==> src/rtl/uart_pkg.sv <==
// Shared definitions for the multi-requester UART transmitter.
// This package holds the FSM state encoding and the frame format constants.
package uart_pkg;

  typedef enum logic [1:0] {
    IDLE  = 2'd0,
    START = 2'd1,
    DATA  = 2'd2,
    STOP  = 2'd3
  } uart_state_e;

  localparam int   UART_DATA_BITS  = 8;
  localparam int   UART_STOP_BITS  = 1;
  localparam logic UART_IDLE_LEVEL = 1'b1;

endpackage

==> src/rtl/rr_arbiter.sv <==
// Round-robin requester selection.
// The search starts at i_ptr and wraps modulo NUM_REQ. The grant is one-hot, or zero when nothing requests.
module rr_arbiter #(
  parameter int NUM_REQ = 4
) (
  input  logic [NUM_REQ-1:0]         i_req,
  input  logic [$clog2(NUM_REQ)-1:0] i_ptr,
  output logic [NUM_REQ-1:0]         o_grant,
  output logic [$clog2(NUM_REQ)-1:0] o_idx
);

  localparam int IDX_W = $clog2(NUM_REQ);

  logic w_found;

  always_comb begin
    o_grant = '0;
    o_idx   = '0;
    w_found = 1'b0;
    for (int k = 0; k < NUM_REQ; k++) begin
      if (!w_found && i_req[(int'(i_ptr) + k) % NUM_REQ]) begin
        o_grant[(int'(i_ptr) + k) % NUM_REQ] = 1'b1;
        o_idx   = IDX_W'((int'(i_ptr) + k) % NUM_REQ);
        w_found = 1'b1;
      end
    end
  end

endmodule

==> src/rtl/uart_tx_sched.sv <==
// This module time-shares one 8N1 UART transmit line between NUM_REQ byte sources, using round-robin arbitration.
// A byte is captured on its accept edge and is then sent from this module's own shift register.
//   state | meaning
//   IDLE  | line high; accept one byte from the arbiter winner
//   START | start bit (low) for one bit time
//   DATA  | 8 data bits, LSB first
//   STOP  | stop bit (high) for one bit time
module uart_tx_sched
  import uart_pkg::*;
#(
  parameter int NUM_REQ      = 4,
  parameter int CLKS_PER_BIT = 16
) (
  input  logic                       clk,
  input  logic                       rst,
  input  logic [NUM_REQ-1:0]         req_valid,
  input  logic [8*NUM_REQ-1:0]       req_data,
  output logic [NUM_REQ-1:0]         req_ready,
  output logic                       tx,
  output logic                       busy,
  output logic [$clog2(NUM_REQ)-1:0] grant_id
);

  localparam int IDX_W = $clog2(NUM_REQ);
  localparam int CNT_W = (CLKS_PER_BIT > 1) ? $clog2(CLKS_PER_BIT) : 1;
  localparam logic [CNT_W-1:0] CNT_LAST  = CNT_W'(CLKS_PER_BIT - 1);
  localparam logic [2:0]       LAST_DATA = 3'(UART_DATA_BITS - 1);
  localparam logic [2:0]       LAST_STOP = 3'(UART_STOP_BITS - 1);

  uart_state_e               r_state;
  uart_state_e               w_next_state;
  logic [CNT_W-1:0]          r_baud;
  logic [2:0]                r_bit_idx;
  logic [UART_DATA_BITS-1:0] r_shift;
  logic                      r_tx;
  logic [IDX_W-1:0]          r_grant_id;
  logic [IDX_W-1:0]          r_ptr;
  logic [NUM_REQ-1:0]        w_arb_grant;
  logic [IDX_W-1:0]          w_arb_idx;
  logic                      w_bit_done;
  logic                      w_accept;

  rr_arbiter #(.NUM_REQ(NUM_REQ)) u_arb (
    .i_req   (req_valid),
    .i_ptr   (r_ptr),
    .o_grant (w_arb_grant),
    .o_idx   (w_arb_idx)
  );

  assign w_bit_done = (r_baud == CNT_LAST);

  always_ff @(posedge clk) begin
    if (rst) r_state <= IDLE;
    else     r_state <= w_next_state;
  end

  // The grant is gated with rst so that no byte is ever taken on a reset edge.
  always_comb begin
    w_next_state = r_state;
    req_ready    = '0;
    w_accept     = 1'b0;
    case (r_state)
      IDLE: begin
        if (!rst && (|req_valid)) begin
          req_ready    = w_arb_grant;
          w_accept     = 1'b1;
          w_next_state = START;
        end
      end
      START: if (w_bit_done) w_next_state = DATA;
      DATA:  if (w_bit_done && r_bit_idx == LAST_DATA) w_next_state = STOP;
      STOP:  if (w_bit_done && r_bit_idx == LAST_STOP) w_next_state = IDLE;
      default: w_next_state = IDLE;
    endcase
  end

  always_ff @(posedge clk) begin
    if (rst) begin
      r_baud     <= '0;
      r_bit_idx  <= '0;
      r_shift    <= '0;
      r_tx       <= UART_IDLE_LEVEL;
      r_grant_id <= '0;
      r_ptr      <= '0;
    end else begin
      if (r_state == IDLE || w_bit_done) r_baud <= '0;
      else                               r_baud <= r_baud + 1'b1;
      // The tx register is loaded one edge ahead, so that it changes on the same edge as the state.
      case (r_state)
        IDLE: begin
          if (w_accept) begin
            r_shift    <= req_data[8*w_arb_idx +: 8];
            r_tx       <= 1'b0;
            r_grant_id <= w_arb_idx;
            r_ptr      <= (w_arb_idx == IDX_W'(NUM_REQ - 1)) ? '0 : w_arb_idx + 1'b1;
            r_bit_idx  <= '0;
          end
        end
        START: begin
          if (w_bit_done) r_tx <= r_shift[0];
        end
        DATA: begin
          if (w_bit_done) begin
            if (r_bit_idx == LAST_DATA) begin
              r_tx      <= UART_IDLE_LEVEL;
              r_bit_idx <= '0;
            end else begin
              r_tx      <= r_shift[1];
              r_shift   <= {1'b0, r_shift[UART_DATA_BITS-1:1]};
              r_bit_idx <= r_bit_idx + 1'b1;
            end
          end
        end
        STOP: begin
          if (w_bit_done) r_bit_idx <= (r_bit_idx == LAST_STOP) ? '0 : r_bit_idx + 1'b1;
        end
        default: ;
      endcase
    end
  end

  assign tx       = r_tx;
  assign busy     = (r_state != IDLE);
  assign grant_id = r_grant_id;

endmodule

==> config.mk <==
export PLATFORM = sky130hd
export DESIGN_NAME = uart_tx_sched
export DESIGN_NICKNAME = d
export VERILOG_FILES = /design/src/rtl/uart_pkg.sv /design/src/rtl/rr_arbiter.sv /design/src/rtl/uart_tx_sched.sv
export SDC_FILE = /design/constraint.sdc
export NUM_CORES = 1
export LEC_CHECK = 0
export ABC_AREA = 1
export CAP_MARGIN = 20
export CORE_UTILIZATION = 30
export DETAILED_ROUTE_END_ITERATION = 7
export DONT_BUFFER_PORTS = 1
export GPL_ROUTABILITY_DRIVEN = 1
export PLACE_DENSITY_LB_ADDON = 0.08
export SLEW_MARGIN = 20
export SYNTH_ARGS = -nofsm -noshare
export SYNTH_HDL_FRONTEND = slang
export SYNTH_SLANG_ARGS = --single-unit
export TNS_END_PERCENT = 20
==> constraint.sdc <==
create_clock -name clk -period 5.53 [get_ports clk]
set_input_delay 1.106 -clock clk [delete_from_list [all_inputs] [get_ports clk]]
set_output_delay 1.106 -clock clk [all_outputs]
set_load 0.02 [all_outputs]
### Word level (Yosys, flattened, before mapping)

Cells that the tools add are included.

| word-level totals | value |
|---|---|
| flip-flop bits (word level) | 22 |
| input bits | 38 |
| output and inout bits | 8 |
| logic and storage cells | 128 |

| operators by class | value |
|---|---|
| bitwise operators | 6 |
| $lt $le $gt $ge | 8 |
| reduce and logical (&&, ||, !) cells | 31 |
| shifts and indexed selects | 1 |
| add/subtract/negate cells | 6 |
| mux-type cells | 55 |
| equal/unequal tests | 14 |

Operators with widths:

| cell | count |
|---|---|
| indexed part select 32 x 6 -> 8 bit | 1 |
| 2-to-1 mux 4 bit | 6 |
| 2-to-1 mux 8 bit | 3 |
| 2-to-1 mux 1 bit | 20 |
| 2-to-1 mux 2 bit | 9 |
| != test 2 bit (second input constant) | 8 |
| case mux 8 bit (2 select lines) | 1 |
| AND reduction 4 bit | 4 |
| 2-to-1 mux 3 bit | 5 |
| less-than comparator 3 x 4 -> 1 bit (second input constant) | 3 |
| bitwise OR 4 bit | 3 |
| logical AND 1 bit | 10 |
| greater-or-equal comparator 3 x 1 -> 1 bit (second input constant) | 3 |
| case mux 3 bit (3 select lines) | 1 |
| binary-select mux 1 bit (select 2 bit) | 4 |
| demux 1 bit (select 2 bit) | 4 |
| case mux 2 bit (4 select lines) | 1 |
| OR reduction 2 bit | 4 |
| == test 2 bit (second input constant) | 3 |
| nonzero test 3 bit | 2 |
| adder 2 x 1 -> 2 bit (second input constant) | 2 |
| adder 2 bit (second input constant) | 2 |
| adder 4 x 1 -> 4 bit (second input constant) | 1 |
| == test 4 bit (second input constant) | 1 |
| other kinds (14) | 20 |

### Depth between registers and ports, before layout

| depth | value |
|---|---|
| depth after elaboration | 17 |
| depth in mapped cells | 16 |

### By module

From an unflattened synthesis, not the netlist that was laid out.

| second synthesis, totals | value |
|---|---|
| cells, all modules | 346 |
| area total of the unflattened synthesis | 2,089.5 sq um |

Modules (own cells, without submodules):

| module | area an instance (sq um) | cells an instance | times used | sequential area each (sq um) |
|---|---|---|---|---|
| uart_tx_sched | 1,574.0 | 264 | 1 | 440.4 |
| rr_arbiter | 515.5 | 82 | 1 | 0.0 |

### Worst setup path after synthesis

OpenSTA, ideal clock, no wires.

| timing path | value |
|---|---|
| kind | input to output |
| start point | input port req_valid[3] |
| end point | output port req_ready[1] |
| path slack | 2,377 ps |
| buffers on the path | 0 |
| data arrival time | 2,047 ps |
| cell stages on the path | 11 |
| cell sequence | inv_1 nand2_1 nand3_2 nand2_4 nor2_8 nand2_2 inv_1 nand3_1 nand3_1 nand2_1 inv_1 |

| on the way | value |
|---|---|
| word-level cells in the longest chain between the ends | 14 |

Ends and longest elaborated chain:

| what | line | source |
|---|---|---|
| start, declared | uart_tx_sched.sv:16 | `input logic [NUM_REQ-1:0] req_valid,` |
| binary-select mux 1 bit (select 2 bit) | rr_arbiter.sv:21 | `if (!w_found && i_req[(int'(i_ptr) + k) % NUM_REQ]) begin` |
| 2-to-1 mux 1 bit (not written as such) | rr_arbiter.sv:21 |  |
| 2-to-1 mux 1 bit | rr_arbiter.sv:21 |  |
| zero test 1 bit | rr_arbiter.sv:21 |  |
| logical AND 1 bit | rr_arbiter.sv:21 |  |
| 2-to-1 mux 1 bit | rr_arbiter.sv:21 |  |
| zero test 1 bit | rr_arbiter.sv:21 |  |
| logical AND 1 bit | rr_arbiter.sv:21 |  |
| 2-to-1 mux 1 bit | rr_arbiter.sv:21 |  |
| zero test 1 bit | rr_arbiter.sv:21 |  |
| logical AND 1 bit | rr_arbiter.sv:21 |  |
| 2-to-1 mux 4 bit | rr_arbiter.sv:21 |  |
| 2-to-1 mux 4 bit (*) | uart_tx_sched.sv:64 | `if (!rst && (\|req_valid)) begin` |
| 2-to-1 mux 4 bit (*) | uart_tx_sched.sv:62 | `case (r_state)` |
| end, declared | uart_tx_sched.sv:18 | `output logic [NUM_REQ-1:0] req_ready,` |

Every way passes the cells marked *; elsewhere a longest branch is shown, timed or not. The select of a mux whose other input is x is not followed.

### Worst setup path in the final report

| timing path | value |
|---|---|
| start point | register r_ptr[0] |
| end point | output port req_ready[1] |

| on the way | value |
|---|---|
| word-level cells in the longest chain between the ends | 15 |

Ends and longest elaborated chain:

| what | line | source |
|---|---|---|
| start, declared | uart_tx_sched.sv:37 | `logic [IDX_W-1:0] r_ptr;` |
| start signal, assigned | uart_tx_sched.sv:95 | `r_ptr <= (w_arb_idx == IDX_W'(NUM_REQ - 1)) ? '0 : w_arb_idx + 1'b1;` |
| adder 2 x 1 -> 2 bit | rr_arbiter.sv:21, rr_arbiter.sv:22 |  |
| OR reduction 2 bit (no line) | - |  |
| AND 1 bit (no line) | - |  |
| less-than comparator 3 x 4 -> 1 bit (not written as such) / greater-or-equal comparator 3 x 1 -> 1 bit (equally long branches) | rr_arbiter.sv:22 | `o_grant[(int'(i_ptr) + k) % NUM_REQ] = 1'b1;` |
| logical AND 1 bit (not written as such) | rr_arbiter.sv:22 |  |
| 2-to-1 mux 1 bit (not written as such) | rr_arbiter.sv:22 |  |
| demux 1 bit (select 2 bit) | - |  |
| bitwise OR 4 bit (no line) | - |  |
| 2-to-1 mux 4 bit | rr_arbiter.sv:21 |  |
| bitwise OR 4 bit (no line) | - |  |
| 2-to-1 mux 4 bit | rr_arbiter.sv:21 |  |
| bitwise OR 4 bit (no line) | - |  |
| 2-to-1 mux 4 bit (*) | rr_arbiter.sv:21 |  |
| 2-to-1 mux 4 bit (*) | uart_tx_sched.sv:64 |  |
| 2-to-1 mux 4 bit (*) | uart_tx_sched.sv:62 |  |

Marks and branches as above.

==> flow_summary.toml <==
[critical_path]
worst_ep_arrival_time_ps = 2560
crit_required_ps = 4420
worst_path_max_delay_cell = "dfxtp_1"
worstPathBufferInverterCount = 5
critPathKind = "reg -> out"
path_cells = "inv_8 -> ha_1 -> inv_1 -> nand3_2 -> nand2_4 -> inv_2 -> nor2_8 -> nand2_2 -> inv_1 -> nand3_1 -> nand3_1 -> nand2_1 -> inv_1"
timing.critical_path.slowest_cell_delay_ps = 710
worstSetupStartpointType = "flop"
crit_top_cell = "inv_1"
setup.worst_path.end_class = "primary output"
cp_max_fo = 13
cp_top_family = "flip-flops"
timing.reg2reg.setup_slack_ps = 2610

[placement]
gpl.final_weighted_congestion = 0.7501
count_of_input_and_output_buffers = 0
detailedPlacementHpwl_mm = 3.610

[timing]
slew_headroom_pct = 60.11
totalNegativeSetupSlack_ps = 0
final.period_utilization_pct = 66.21
layout_min_cycle_time_ps = 3661
holdWs_ps = 455.8
timing_max_transition_violations_final = 0
clock.fmax_ghz = 0.2731
rsz0062_at_grt = "no"
hold_viol_final = 0
skew_ps = 4.999
setup_viol_count_final = 0
tightestPinTransition_ps = 597.5

[final_layout]
area_of_the_multi_input_gates_um2 = 1287
num_antenna_cells = 0
seqCellArea_um2 = 440.4
util_after_layout_pct = 33.44
fraction_of_layout_cells_with_a_size_suffix_above_1_pct = 11.07
area.growth.synth_to_final_pct = 4.893
final_net_count = 345
fillers = 707

[logic_synthesis]
synth_edf_count = 0
synthTopCellsByArea = "dfxtp_1 (23%), nand3_1 (14%), nand2_1 (12%), ha_1 (11%), inv_1 (6.8%)"
yosys_warnings = 0
cell_accounting_for_the_most_synthesized_area = "dfxtp_1"
post_synth_instance_area_um2 = 1943
synthDistinctLibCells = 36
synth_top_flop_cell = "dfxtp_1"
yosys.area.top_type_share_pct = 22.67
synth_sequential_area_ratio_pct = 22.67
most_instantiated_cells_after_synthesis = "nand2_1 (64), nand3_1 (55), inv_1 (35)"
syn-num-nets = 347
ys_async_sr_fraction_pct = 0
post_synth_inst_count = 292
ys_seq_elements = 22
synth.avg_cell_area_um2 = 6.655
yosys.cell_count.top_type = "nand2_1"

[clock_network]
cts.reportedPaths.clkPinSlew_ps = 90
cts_hold_buf = 0
clkLatencyLatePin_ps = 260
tritoncts = "built"
clock-root-buffer = "clkbuf_8"
clockBufferDepth = 2
cts.sink_count = 22
cts.htree.levels = 1
cts-buffers-inserted = 3
cts_setup_buffers = 0
cts-resized-gates = 0

[hold_path]
hold_path_class = "reg -> reg"

[global_routing]
grt_antenna_before_repair = 0
overflow = 0
first_global_vias = 1651
grt_use_total_pct = 14.94
largest_net_degree_at_the_start_of_global_routing = 19
global_route_wire_length_before_repair_mm = 7.900

[job]
drv_cap = 0

[routing]
vias = 1823
drt-pass1-iter-count = 4
number_of_nets_still_failing_antenna_checks_after_routing = 0
wl_per_cell_um = 12.98
drt_drc_violations_left = 0
route.detailed.vias_per_inst = 5.008
final_routed_wirelength_mm = 4.725
drt_iter0_markers = 70

[run_status]
run_status = "completed"

[floorplan]
dieWidth_um = 82.48
die_area_um2 = 6803
start_util_pct = 31.88
core_area_um2 = 6096
placementRows = 28
design.portCount = 46
die_height_um = 82.48

[power]
ir_worst_vdd_mv = 0.2538
power_density_nw_per_um2 = 677.5
post-layout-total-power_mw = 1.381
leakage_nw = 1.023
==> final cells by class <==
| type | instances | share of cell area [%] |
|---|---|---|
| Multi-Input combinational cell | 222 | 63.17 |
| Inverter | 41 | 7.919 |
| Tap cell | 75 | 4.604 |
| Clock buffer | 4 | 2.701 |
| Sequential cell | 22 | 21.61 |
==> power breakdown <==
group	switching (mW)	internal (mW)
Clock	0.0541	0.0634
Sequential	0.0623	0.216
Combinational	0.677	0.308
==> routing by layer <==
| metal | GRT usage, % | share of wire (%) |
|---|---|---|
| met4 | 3.158 | 0.53 |
| met1 | 21.35 | 51 |
| met2 | 23.88 | 45 |
| met3 | 1.758 | 3.6 |
| met5 | 0 | 0 |
==> kinds of logic after synthesis <==
| group | synth area share (%) |
|---|---|
| AOI/OAI and AO/OA | 13.84 |
| adders and majority gates | 10.95 |
| buffers and inverters | 11.07 |
| DFF | 22.67 |
| and+or+nand+nor | 41.47 |
==> final timing paths <==
kind	to	start	cells after the start
worst max-delay path	req_ready[1]	r_ptr[0]	13
worst min-delay path	r_baud[0]	r_baud[0]	1
worst max register to register	r_shift[0]	r_ptr[0]	13
worst min register to register	r_baud[0]	r_baud[0]	1
==> cells in the final DEF, fill, tap and decap left out, drive strengths merged <==
cell,count
a211oi,2
a21oi,25
a22oi,1
a31o,1
a31oi,1
and2,1
clkbuf,4
clkinv,1
dfxtp,22
ha,17
inv,40
nand2,79
nand3,58
nand4,4
nor2,10
nor3,3
o2111ai,1
o211ai,1
o21ai,14
o22ai,2
o31ai,1
or2,1
==> per-stage QoR <==
step	cells	setup WS, ps	instance area [um2]
floorplan	292	2377	1943
global route	364	1668	2038
global placement	360	2010	1983
CTS	364	1865	2038
detailed placement	360	1993	1983
finish	364	1869	2038
==> sequential cells by signal (all words and copies together), names as in the netlist <==
signal / count
r_ptr: 2
grant_id: 2
r_shift: 8
r_baud: 4
r_bit_idx: 3
tx: 1
r_state: 2
Note: power is estimated with default switching activity, not from simulation.
